--- src/rtl/poly_scheduler.sv ---
// poly_scheduler: two-port job scheduler evaluating A*X^2 + B*X + C with one
// shared W-bit ALU (add or multiply, truncated to W bits). Horner order:
// acc = a*x, acc += b, acc *= x, result = acc + c.
//
// Ports:
//   clk, reset_n            - clock, asynchronous active-low reset
//   req_k, a_k..x_k         - port-k job request and operands (k = 0, 1)
//   gnt_k                   - combinational grant in IDLE; operands captured on this edge
//   done_k                  - one-cycle completion pulse for the owning port
//   result                  - last completed polynomial value
//   busy                    - high whenever the FSM is not in IDLE
//   job_count               - completed jobs, modulo 256
module poly_scheduler #(
    parameter int W = 8
) (
    input  logic         clk,
    input  logic         reset_n,
    input  logic         req_0,
    input  logic [W-1:0] a_0,
    input  logic [W-1:0] b_0,
    input  logic [W-1:0] c_0,
    input  logic [W-1:0] x_0,
    input  logic         req_1,
    input  logic [W-1:0] a_1,
    input  logic [W-1:0] b_1,
    input  logic [W-1:0] c_1,
    input  logic [W-1:0] x_1,
    output logic         gnt_0,
    output logic         gnt_1,
    output logic         done_0,
    output logic         done_1,
    output logic [W-1:0] result,
    output logic         busy,
    output logic [7:0]   job_count
);

    typedef enum logic [2:0] {
        IDLE = 3'd0,
        MUL1 = 3'd1,
        ADD1 = 3'd2,
        MUL2 = 3'd3,
        ADD2 = 3'd4,
        DONE = 3'd5
    } state_t;

    state_t       state_q, state_d;
    logic         ptr_q, ptr_d;       // preferred port for the next grant
    logic         owner_q, owner_d;   // port that owns the job in flight
    logic [W-1:0] a_q, a_d, b_q, b_d, c_q, c_d, x_q, x_d;
    logic [W-1:0] acc_q, acc_d;
    logic [W-1:0] result_q, result_d;
    logic [7:0]   job_count_q, job_count_d;
    logic [1:0]   done_q, done_d;

    // Round-robin arbitration: the pointed-to port wins if requesting,
    // otherwise the other port.
    logic win_id;
    logic grant_en;

    always_comb begin
        win_id   = ptr_q ? req_1 : ~req_0;
        grant_en = (state_q == IDLE) && (req_0 || req_1);
        // Gated by reset_n so no grant is visible while reset is held.
        gnt_0    = reset_n && grant_en && !win_id;
        gnt_1    = reset_n && grant_en &&  win_id;
    end

    // Shared ALU: operand selection depends only on the current state.
    logic         alu_mul;
    logic [W-1:0] alu_x, alu_y, alu_out;

    always_comb begin
        alu_mul = 1'b0;
        alu_x   = acc_q;
        alu_y   = c_q;
        case (state_q)
            MUL1: begin alu_mul = 1'b1; alu_x = a_q;   alu_y = x_q; end
            ADD1: begin alu_mul = 1'b0; alu_x = acc_q; alu_y = b_q; end
            MUL2: begin alu_mul = 1'b1; alu_x = acc_q; alu_y = x_q; end
            default: begin alu_mul = 1'b0; alu_x = acc_q; alu_y = c_q; end
        endcase
        alu_out = alu_mul ? alu_x * alu_y : alu_x + alu_y;
    end

    always_comb begin
        state_d     = state_q;
        ptr_d       = ptr_q;
        owner_d     = owner_q;
        a_d         = a_q;
        b_d         = b_q;
        c_d         = c_q;
        x_d         = x_q;
        acc_d       = acc_q;
        result_d    = result_q;
        job_count_d = job_count_q;
        done_d      = 2'b00;
        case (state_q)
            IDLE: begin
                if (grant_en) begin
                    a_d     = win_id ? a_1 : a_0;
                    b_d     = win_id ? b_1 : b_0;
                    c_d     = win_id ? c_1 : c_0;
                    x_d     = win_id ? x_1 : x_0;
                    owner_d = win_id;
                    ptr_d   = ~win_id;
                    state_d = MUL1;
                end
            end
            MUL1: begin acc_d = alu_out; state_d = ADD1; end
            ADD1: begin acc_d = alu_out; state_d = MUL2; end
            MUL2: begin acc_d = alu_out; state_d = ADD2; end
            ADD2: begin
                result_d        = alu_out;
                job_count_d     = job_count_q + 8'd1;
                // done is registered so it lines up with the DONE state.
                done_d[owner_q] = 1'b1;
                state_d         = DONE;
            end
            DONE:    state_d = IDLE;
            default: state_d = IDLE;  // unreachable encodings recover
        endcase
    end

    always_ff @(posedge clk or negedge reset_n) begin
        if (!reset_n) begin
            state_q     <= IDLE;
            ptr_q       <= 1'b0;
            owner_q     <= 1'b0;
            a_q         <= '0;
            b_q         <= '0;
            c_q         <= '0;
            x_q         <= '0;
            acc_q       <= '0;
            result_q    <= '0;
            job_count_q <= '0;
            done_q      <= 2'b00;
        end else begin
            state_q     <= state_d;
            ptr_q       <= ptr_d;
            owner_q     <= owner_d;
            a_q         <= a_d;
            b_q         <= b_d;
            c_q         <= c_d;
            x_q         <= x_d;
            acc_q       <= acc_d;
            result_q    <= result_d;
            job_count_q <= job_count_d;
            done_q      <= done_d;
        end
    end

    assign done_0    = done_q[0];
    assign done_1    = done_q[1];
    assign result    = result_q;
    assign busy      = (state_q != IDLE);
    assign job_count = job_count_q;

endmodule

--- config.mk ---
export PLATFORM = sky130hd
export DESIGN_NAME = poly_scheduler
export DESIGN_NICKNAME = d
export VERILOG_FILES = /design/src/rtl/poly_scheduler.sv
export SDC_FILE = /design/constraint.sdc
export NUM_CORES = 1
export LEC_CHECK = 0
export ABC_AREA = 1
export CAP_MARGIN = 10
export CORE_AREA = 2 2 155 81
export DETAILED_ROUTE_END_ITERATION = 8
export DIE_AREA = 0 0 157 83
export GPL_TIMING_DRIVEN = 0
export PLACE_DENSITY = 0.7
export SLEW_MARGIN = 20
export SYNTH_ARGS = -nofsm -noshare
export SYNTH_HDL_FRONTEND = slang
export SYNTH_SLANG_ARGS = --single-unit
--- constraint.sdc ---
create_clock -name clk -period 14.2 [get_ports clk]
set_input_delay 1.42 -clock clk [delete_from_list [all_inputs] [get_ports clk]]
set_output_delay 1.42 -clock clk [all_outputs]
set_load 0.02 [all_outputs]
==> out/qor.yml <==
run_status:
  outcome: "complete, no violations"
cells_and_area:
  area.growth.synth_to_final_pct: 30.3
  layout-drive-gt1-share_pct: 8.39
  final-instance-count-excl-fill: 892
  design.final.nets: 827
  antenna_cells: 0
synth:
  yosysSeqAreaShare_pct: 33.5
  xor_xnor_fraction_of_synth_area_pct: 2.60
  netlist_area_sq_um: 4710
  synth-seq-cells: 63
  postSynthNetCount: 727
  synth-edff-count: 0
  synth.mux.area_fraction_pct: 0.212
  synth_warnings: 0
  syn-instance-count: 622
  yosys.area_share.adder_pct: 11.9
  avgSynthCellArea_sq_um: 7.58
  synth_top_family_by_area: "simple AND/OR/NAND/NOR gates"
  yosys_most_used_dff: "sky130_fd_sc_hd__dfrtp_1"
  synth_cell_type_count: 38
  synth-compound-area-share_pct: 9.64
  synth_async_sr_flop_share_pct: 100
  post_synth_and_or_nand_nor_area_fraction_pct: 29.4
placed_design:
  placement.io_buffers: 88
  dp_hpwl_mm: 11.8
  post-place-cells: 876
  place.gp.congestion: 0.953
cts:
  cts.repair.resized: 0
  max-clock-path-buffers: 2
  cts-root-buf: "sky130_fd_sc_hd__clkbuf_16"
  cts_htree_levels: 3
  clock_sink_count: 63
  tritoncts_clock_tree: "done"
  numCtsBuffers: 9
  clk_latency_ps: 340
  cts_hold_repair.buffers: 0
  post_cts_buffers: 0
  path_clk_slew_ps: 60
drt:
  routed_wirelength_mm: 14.6
  detail_route.iter0.violations: 284
  postRouteAntennaNets: 0
  routed_wire_length_per_instance_um: 16.4
  length_of_the_first_detailed_routing_pass_in_iterations: 7
  vias: 4593
  via_cell_ratio: 5.15
  drcViolationCount: 0
floorplan:
  fp.dieArea_sq_um: 13000
  core_region_area_sq_um: 11600
  start_util_pct: 40.6
  placementRows: 28
  die_w_um: 157
  ios: 89
  floorplan.die.height_um: 83
sta:
  rsz_0062_raised_after_global_routing: "false"
  worst_slew_margin_rel_pct: 56.9
  clock.fmax_mhz: 172
  fin_crit_ps: 5810
  finalSetupTns_ps: 0
  final_max_slew_viol_count: 0
  timing.final.crit_share_pct: 40.9
  worst-slew-pin-transition_ps: 643
  report.final.setup_viol: 0
  fin_hold_ws_ps: 433
  skew_ps: 5.17
  final_hold_viol_count: 0
global_route:
  grt_pass1_wl_mm: 23.9
  largest_net_degree_at_the_start_of_global_routing: 56
  grt_overflow_total: 0
  antenna_found_initial: 0
  grt_util_all_layers_pct: 24.0
  grt_pass1_vias: 4501
worst_setup_path:
  worstPathArrival_ps: 6040
  cp_data_required_time_ps: 14430
  critical_path.endpoint_type: "register"
  highest_net_fanout_along_the_worst_path: 10
  cp-start-kind: "register"
  critical_path_class: "register to register"
min_path:
  min_path_type: "register to register"
run:
  max_cap_viol_count: 0
==> cell usage after synthesis, types with 6 or more instances <==
cell	count	share of area [%]
sky130_fd_sc_hd__dfrtp_1	63	33
sky130_fd_sc_hd__buf_2	6	0.64
sky130_fd_sc_hd__nand3_2	6	1.3
sky130_fd_sc_hd__o221ai_1	26	4.8
sky130_fd_sc_hd__fa_1	13	5.5
sky130_fd_sc_hd__nand3_1	87	9.2
sky130_fd_sc_hd__nor2_1	40	3.2
sky130_fd_sc_hd__ha_1	24	6.4
sky130_fd_sc_hd__nand4_1	8	1.1
sky130_fd_sc_hd__nand2_1	133	11
sky130_fd_sc_hd__inv_1	119	9.5
sky130_fd_sc_hd__xnor2_1	10	1.9
sky130_fd_sc_hd__o21ai_0	20	2.1
sky130_fd_sc_hd__clkbuf_1	9	0.72
==> final timing paths <==
path                                         from                    end  slack (ps)  cells past startpoint
min in group asynchronous                 reset_n  result[1]$_DFFE_PN0P_         910                      1
max in group asynchronous                 reset_n     x_q[1]$_DFFE_PN0P_       12790                      2
max                        state_q[2]$_DFFE_PN0P_  result[7]$_DFFE_PN0P_        8390                     27
max reg2reg                state_q[2]$_DFFE_PN0P_  result[7]$_DFFE_PN0P_        8390                     27
min reg2reg                   owner_q$_DFFE_PN0P_    done_q[0]$_DFF_PN0_         430                      1
min                           owner_q$_DFFE_PN0P_    done_q[0]$_DFF_PN0_         430                      1
==> kinds of logic after synthesis <==
group           after synthesis
flops                        63
mux                           1
fa+ha+maj                    37
xor+xnor                     14
compound gates               65
buf+inv                     145
simple gates                297
==> sequential cells by signal, summed over array words and instances (netlist names) <==
name,cells
c_q,8
result,8
ptr_q,1
x_q,8
a_q,8
done_q,2
owner_q,1
state_q,3
job_count,8
acc_q,8
b_q,8
==> metrics by stage <==
stage / utilization (%) / instance area, sq um / setup slack [ps]
floorplan: - / 4710 / 9590
global placement: 50.0 / 5800 / 7850
detailed placement: 50.2 / 5820 / 8550
CTS: 52.9 / 6140 / 8500
global route: 52.9 / 6140 / 8040
finish: 52.9 / 6140 / 8390
==> critical path: stages, from the launching register on <==
cell and delay [ps]:
sky130_fd_sc_hd__dfrtp_1 490, sky130_fd_sc_hd__nor2_1 140, sky130_fd_sc_hd__buf_6 170, sky130_fd_sc_hd__buf_6 150
sky130_fd_sc_hd__nand2_1 70, sky130_fd_sc_hd__nand3_2 140, sky130_fd_sc_hd__inv_1 140, sky130_fd_sc_hd__ha_1 210
sky130_fd_sc_hd__inv_1 110, sky130_fd_sc_hd__fa_1 570, sky130_fd_sc_hd__inv_1 50, sky130_fd_sc_hd__ha_1 290
sky130_fd_sc_hd__fa_1 550, sky130_fd_sc_hd__inv_1 70, sky130_fd_sc_hd__fa_1 550, sky130_fd_sc_hd__inv_1 80
sky130_fd_sc_hd__ha_1 350, sky130_fd_sc_hd__a21o_1 190, sky130_fd_sc_hd__a31oi_1 490, sky130_fd_sc_hd__nand3_1 150
sky130_fd_sc_hd__nand2_1 130, sky130_fd_sc_hd__nand2_1 80, sky130_fd_sc_hd__inv_1 50, sky130_fd_sc_hd__nor2_1 30
sky130_fd_sc_hd__nand2_1 70, sky130_fd_sc_hd__nand3_2 140, sky130_fd_sc_hd__nand3_1 150, sky130_fd_sc_hd__nand2_1 60
==> cells in the final DEF, fill, tap and decap left out, drive strengths merged <==
| cell | instances |
|---|---|
| nand2 | 142 |
| inv | 121 |
| nand3 | 94 |
| clkdlybuf4s50 | 87 |
| dfrtp | 63 |
| nor2 | 46 |
| o221ai | 26 |
| o21ai | 25 |
| ha | 24 |
| clkbuf | 20 |
| buf | 15 |
| fa | 13 |
| xnor2 | 10 |
| nand4 | 8 |
| a21oi | 5 |
| a31oi | 5 |
| clkinv | 5 |
| xor2 | 4 |
| nand3b | 3 |
| or2 | 3 |
| a21o | 2 |
| bufinv | 2 |
| mux2i | 1 |
| a2bb2oi | 1 |
| o22ai | 1 |
| nor3 | 1 |
==> cell type report <==
type | instances | area [sq um]
Clock inverter | 5 | 82.6
Buffer | 22 | 135
Fill cell | 1089 | 5460
Timing Repair Buffer | 89 | 906
Multi-Input combinational cell | 414 | 2530
Sequential cell | 63 | 1580
Inverter | 123 | 465
Tap cell | 165 | 206
Clock buffer | 11 | 233
==> metal layers <==
metal / global-route usage (%) / share of wire, % / vias up
met1: 37.5 / 52 / 2159
met2: 32.3 / 39 / 201
met3: 6.78 / 8.5 / 18
met5: 0 / 0 / -
li1: - / - / 2215
met4: 4.92 / 1.1 / 0
Power is not shown: default switching activity piles up to over one toggle a cycle in this logic, so the estimate is an artifact.
